[src/rtl/mmc_cmd_tx_if.sv]
// Command request channel between the command register block and mmc_cmd_tx.
// The register block is the master; the serialiser is the slave.
interface mmc_cmd_tx_if;
    logic        start_i;
    logic [5:0]  cmd_idx_i;
    logic [31:0] arg_i;
    logic        abort_i;
    logic        busy_o;
    logic        done_o;

    modport master (
        output start_i, cmd_idx_i, arg_i, abort_i,
        input  busy_o, done_o
    );

    modport slave (
        input  start_i, cmd_idx_i, arg_i, abort_i,
        output busy_o, done_o
    );
endinterface

[src/rtl/mmc_cmd_tx.sv]
// MMC/SD command token serialiser: start, transmission, index, argument, CRC7, end bit.
// Launches one bit per bit strobe and steers an external CRC7 generator.
module mmc_cmd_tx (
    input  logic        clk_i,
    input  logic        rst_i,
    input  logic        bit_stb_i,
    mmc_cmd_tx_if.slave req,
    input  logic [6:0]  crc_i,
    output logic        crc_clear_o,
    output logic        crc_enable_o,
    output logic        crc_bit_o,
    output logic        cmd_o,
    output logic        cmd_oe_o
);

    localparam logic [2:0] S_IDLE    = 3'd0;
    localparam logic [2:0] S_ARMED   = 3'd1;
    localparam logic [2:0] S_DATA    = 3'd2;
    localparam logic [2:0] S_CRC     = 3'd3;
    localparam logic [2:0] S_END     = 3'd4;
    localparam logic [2:0] S_RELEASE = 3'd5;

    logic [2:0]  state_q;
    logic [39:0] shift_q;
    logic [5:0]  cnt_q;
    logic [2:0]  crc_cnt_q;
    logic [5:0]  crc_q;
    logic        cmd_q;
    logic        oe_q;
    logic        done_q;
    logic        busy;

    assign busy         = (state_q != S_IDLE);
    assign req.busy_o   = busy;
    assign req.done_o   = done_q;
    assign cmd_o        = cmd_q;
    assign cmd_oe_o     = oe_q;

    // The generator is cleared on acceptance and absorbs each of the 40 covered
    // bits on the same strobe that launches it onto the line.
    assign crc_clear_o  = req.start_i & ~busy;
    assign crc_enable_o = bit_stb_i & ((state_q == S_ARMED) | (state_q == S_DATA));
    assign crc_bit_o    = shift_q[39];

    // NOTE: every register here is state, so all assignments are non-blocking;
    // the shift register is reset too, making its contents deterministic out of reset.
    always_ff @(posedge clk_i or posedge rst_i) begin
        if (rst_i) begin
            state_q   <= S_IDLE;
            shift_q   <= '0;
            cnt_q     <= '0;
            crc_cnt_q <= '0;
            crc_q     <= '0;
            cmd_q     <= 1'b1;
            oe_q      <= 1'b0;
            done_q    <= 1'b0;
        end else begin
            done_q <= 1'b0;
            if (state_q == S_IDLE) begin
                // A strobe in the acceptance cycle is deliberately ignored.
                if (req.start_i) begin
                    shift_q   <= {1'b0, 1'b1, req.cmd_idx_i, req.arg_i};
                    cnt_q     <= '0;
                    crc_cnt_q <= '0;
                    state_q   <= S_ARMED;
                end
            end else if (req.abort_i) begin
                state_q <= S_IDLE;
                oe_q    <= 1'b0;
                cmd_q   <= 1'b1;
            end else if (bit_stb_i) begin
                case (state_q)
                    S_ARMED: begin
                        cmd_q   <= shift_q[39];
                        oe_q    <= 1'b1;
                        shift_q <= {shift_q[38:0], 1'b0};
                        cnt_q   <= 6'd1;
                        state_q <= S_DATA;
                    end
                    S_DATA: begin
                        cmd_q   <= shift_q[39];
                        shift_q <= {shift_q[38:0], 1'b0};
                        if (cnt_q == 6'd39) begin
                            state_q <= S_CRC;
                        end else begin
                            cnt_q <= cnt_q + 6'd1;
                        end
                    end
                    S_CRC: begin
                        // crc_i is only valid on the first CRC strobe; keep the rest locally.
                        if (crc_cnt_q == 3'd0) begin
                            cmd_q <= crc_i[6];
                            crc_q <= crc_i[5:0];
                        end else begin
                            cmd_q <= crc_q[5];
                            crc_q <= {crc_q[4:0], 1'b0};
                        end
                        if (crc_cnt_q == 3'd6) begin
                            state_q <= S_END;
                        end else begin
                            crc_cnt_q <= crc_cnt_q + 3'd1;
                        end
                    end
                    S_END: begin
                        cmd_q   <= 1'b1;
                        state_q <= S_RELEASE;
                    end
                    S_RELEASE: begin
                        oe_q    <= 1'b0;
                        cmd_q   <= 1'b1;
                        done_q  <= 1'b1;
                        state_q <= S_IDLE;
                    end
                    default: begin
                        state_q <= S_IDLE;
                    end
                endcase
            end
        end
    end

endmodule

[src/flat_wrapper.sv]
// flat-port wrapper written by rule: the top's interface ports become plain ports
module mmc_cmd_tx_flat 
  (clk_i, rst_i, bit_stb_i, crc_i, crc_clear_o, crc_enable_o, crc_bit_o, cmd_o, cmd_oe_o, req_start_i, req_cmd_idx_i, req_arg_i, req_abort_i, req_busy_o, req_done_o);
  mmc_cmd_tx_if req_i ();
  input  logic clk_i;
  input  logic rst_i;
  input  logic bit_stb_i;
  input  logic [6:0] crc_i;
  output logic crc_clear_o;
  output logic crc_enable_o;
  output logic crc_bit_o;
  output logic cmd_o;
  output logic cmd_oe_o;
  input wire logic [$bits(req_i.start_i)-1:0] req_start_i;
  input wire logic [$bits(req_i.cmd_idx_i)-1:0] req_cmd_idx_i;
  input wire logic [$bits(req_i.arg_i)-1:0] req_arg_i;
  input wire logic [$bits(req_i.abort_i)-1:0] req_abort_i;
  output wire logic [$bits(req_i.busy_o)-1:0] req_busy_o;
  output wire logic [$bits(req_i.done_o)-1:0] req_done_o;
  assign req_i.start_i = req_start_i;
  assign req_i.cmd_idx_i = req_cmd_idx_i;
  assign req_i.arg_i = req_arg_i;
  assign req_i.abort_i = req_abort_i;
  assign req_busy_o = req_i.busy_o;
  assign req_done_o = req_i.done_o;
  mmc_cmd_tx u_core (.clk_i(clk_i), .rst_i(rst_i), .bit_stb_i(bit_stb_i), .req(req_i), .crc_i(crc_i), .crc_clear_o(crc_clear_o), .crc_enable_o(crc_enable_o), .crc_bit_o(crc_bit_o), .cmd_o(cmd_o), .cmd_oe_o(cmd_oe_o));
endmodule
[config.mk]
export PLATFORM = sky130hd
export DESIGN_NAME = mmc_cmd_tx_flat
export DESIGN_NICKNAME = d
export VERILOG_FILES = /design/src/rtl/mmc_cmd_tx_if.sv /design/src/rtl/mmc_cmd_tx.sv /design/src/flat_wrapper.sv
export SDC_FILE = /design/constraint.sdc
export NUM_CORES = 1
export LEC_CHECK = 0
export BUFFER_PORTS_ARGS = -buffer_cell sky130_fd_sc_hd__buf_4
export CAP_MARGIN = 20
export CORE_AREA = 2 2 93 95
export CTS_CLUSTER_SIZE = 8
export DETAILED_ROUTE_END_ITERATION = 10
export DIE_AREA = 0 0 95 97
export GPL_ROUTABILITY_DRIVEN = 1
export MAX_ROUTING_LAYER = met4
export PLACE_DENSITY = 0.6
export SYNTH_ARGS = -nofsm -noshare
export SYNTH_HDL_FRONTEND = slang
export SYNTH_SLANG_ARGS = --single-unit
export TNS_END_PERCENT = 10
[constraint.sdc]
create_clock -name clk_i -period 3.1 [get_ports clk_i]
set_clock_uncertainty 0.05 [all_clocks]
set_input_delay 0.155 -clock clk_i [delete_from_list [all_inputs] [get_ports clk_i]]
set_output_delay 0.155 -clock clk_i [all_outputs]
set_load 0.1 [all_outputs]
==> results.toml <==
[grt]
grt_pass1_wl_mm = 10.7
grt_antenna_before_repair = 0
track_usage_pct = 15.3
grt_overflow = 0
grt_max_degree = 35
grt_pass1_vias = 2261

[die]
core-area_um2 = 8130
rows = 33
initial_core_util_pct = 38.2
dieHeight_um = 97
die_width_um = 95
ios = 57
die_area_um2 = 9220

[finish]
final_cells = 481
fin_nets = 427
drive_gt1_share_pct = 22.9
fin_area_um2 = 3830
fill_cells = 767
antenna_cells = 0
layout_common_cells = "buf_4 (62), dfrtp_1 (60), nand2_1 (58), o21ai_0 (56), mux2i_1 (46)"
utilization_pct = 47.1
area_growth_syn_to_layout_pct = 23.2
final_common_cell = "buf_4"

[yosys]
synth_nets = 374
syn_inst = 320
yosysSeqAreaShare_pct = 49.1
async_flop_share_pct = 100
ys_types = 41
avgSynthCellArea_um2 = 9.72
synth-edff-count = 0
syn_area_um2 = 3110
ys_ff_latch = 61
ys_warn_count = 0
ys.flop_type = "dfrtp_1"

[placement]
dp_slack_ns = 0.822
postPlaceCellArea_um2 = 3660
gp_congestion = 0.894
placed_cells = 466
io_buffers = 56
dp_hpwl_mm = 4.50

[critical_path]
critPathKind = "flip-flop to flip-flop"
slowest_delay_ns = 0.81
reg2reg_depth = 5
cp_num_buf_inv = 1
cp-start-kind = "flip-flop"
reg2reg_to = "u_core.shift_q[23]"
path_cells = "xnor2_1 > o22ai_1 > nand2b_2 > buf_4 > o21ai_0"
arrival_ns = 2.41
reg2reg_from = "u_core.state_q[0]"
r2r_slack_ns = 0.83
cp-end-kind = "flip-flop"
crit_fanout = 34
crit_slowest_cell = "dfrtp_1"
cp.required_ns = 3.25
path_delay_family = "flip-flops"

[timing]
grt_setup_unrepaired = "no"
finalCritPeriodShare_pct = 73.1
hold_viol_final = 0
layout_min_cycle_time_ns = 2.27
totalNegativeSetupSlack_ns = 0
drv_slew = 0
setup_ws_ns = 0.833
maxSlewHeadroom_pct = 51.6
setup_viol = 0
whs_ns = 0.0192
worst_pin_slew_ns = 0.725
max_freq_mhz = 441

[drt]
detail_route.iter0.violations = 96
num_vias = 2358
via_per_inst = 4.90
post-route-drc-count = 0
antenna_left = 0
wl_mm = 6.33
drt_pass1_iterations = 6
routedWlPerCell_um = 13.1

[clocking]
clock_latency_ns = 0.33
cts_buffer_depth = 2
cts-root-buf = "clkbuf_8"
cts_htree_levels = 3
ctsResizeCount = 0
numCtsBuffers = 9
cts_tree = "done"
clk_pin_slew_ns = 0.06
clock_sinks = 61

[outcome]
status = "complete, no violations"

[power_and_ir_drop]
p_total_mw = 3.50
p_leak_nw = 1.81
cellPowerDensity_nw_per_um2 = 914
vdd_drop_max_v = 0.000334

[hold_path]
worstHoldPathCells = 3
min_path_type = "input pin to flip-flop"
min_from = "req_arg_i[0]"
min_to = "u_core.shift_q[0]"

[run]
drv_cap = 0
[per-layer routing]
| layer | vias to the layer above | GRT usage, % | wire [um] |
|---|---|---|---|
| met5 | - | - | 0 |
| met4 | 0 | 4.01 | 56 |
| met3 | 7 | 5.30 | 317 |
| met2 | 53 | 24.1 | 3060 |
| met1 | 1077 | 18.7 | 2890 |
| li1 | 1221 | - | - |
[repair_timing]
| item | CTS | global route |
|---|---|---|
| hold buffers | 1 | 0 |
| hold endpoints to repair | 27 | 0 |
| setup buffers | 0 | 0 |
[power by group]
group          switching (mW)  internal, mW
clock                   0.284         0.322
combinational           0.953         0.598
sequential              0.232          1.11
total                    1.47          2.03
[Yosys cell counts, types with 3 or more instances]
cell | count | share of area, %
nand2_1 | 58 | 7.0
clkbuf_1 | 14 | 1.7
nor2_1 | 14 | 1.7
buf_2 | 7 | 1.1
a21oi_1 | 3 | 0.48
mux2i_1 | 46 | 15
o31ai_1 | 5 | 1.2
nand2b_1 | 6 | 1.2
dfrtp_1 | 60 | 48
o21ai_0 | 56 | 9.0
a211oi_1 | 4 | 0.97
inv_1 | 8 | 0.97
ha_1 | 4 | 1.6
[area by class of cell]
type | count | area, um2 | area share [%]
clock buffers | 12 | 155 | 4.05
clock inverters | 2 | 10.0 | 0.261
inverters | 8 | 30.0 | 0.784
multi-input cells | 229 | 1480 | 38.5
flip-flops and latches | 61 | 1530 | 39.9
well taps | 105 | 131 | 3.43
repair buffers | 64 | 503 | 13.1
[worst max path at each step]
stage                      startpoint                  to  slack, ns  depth (start not counted)
finish              u_core.state_q[0]  u_core.shift_q[23]       0.83                          5
global route        u_core.state_q[0]  u_core.shift_q[34]       0.62                          6
CTS                 u_core.state_q[0]  u_core.shift_q[23]       0.83                          5
detailed placement  u_core.state_q[0]  u_core.shift_q[29]       0.82                          5
global placement    u_core.state_q[0]  u_core.shift_q[27]       0.88                          5
floorplan           u_core.state_q[2]        crc_enable_o       0.87                          3
[kinds of logic (layout without fill, tap and decap cells)]
logic type	count (synthesis)	count (layout)	share of synthesized area [%]
xor gates and xnor gates	3	3	0.845
DFF	61	61	49.1
buffers and inverters	30	86	3.90
and+or+nand+nor	96	96	14.2
AOI/OAI and AO/OA	78	78	14.9
muxes	47	47	15.2
adders and majority gates	5	5	1.93
[worst min-delay path, cell delays in order]
cell     delay (ns)
buf_4          0.11
nand2_1        0.04
o21ai_0        0.06
[flip-flops by register name, indices dropped and copies added (netlist names)]
name               flops
u_core.cmd_o           1
u_core.req.done_o      1
u_core.shift_q        40
u_core.crc_cnt_q       3
u_core.crc_q           6
u_core.cnt_q           6
u_core.state_q         3
u_core.cmd_oe_o        1
Power figures use the tool's default switching activity.
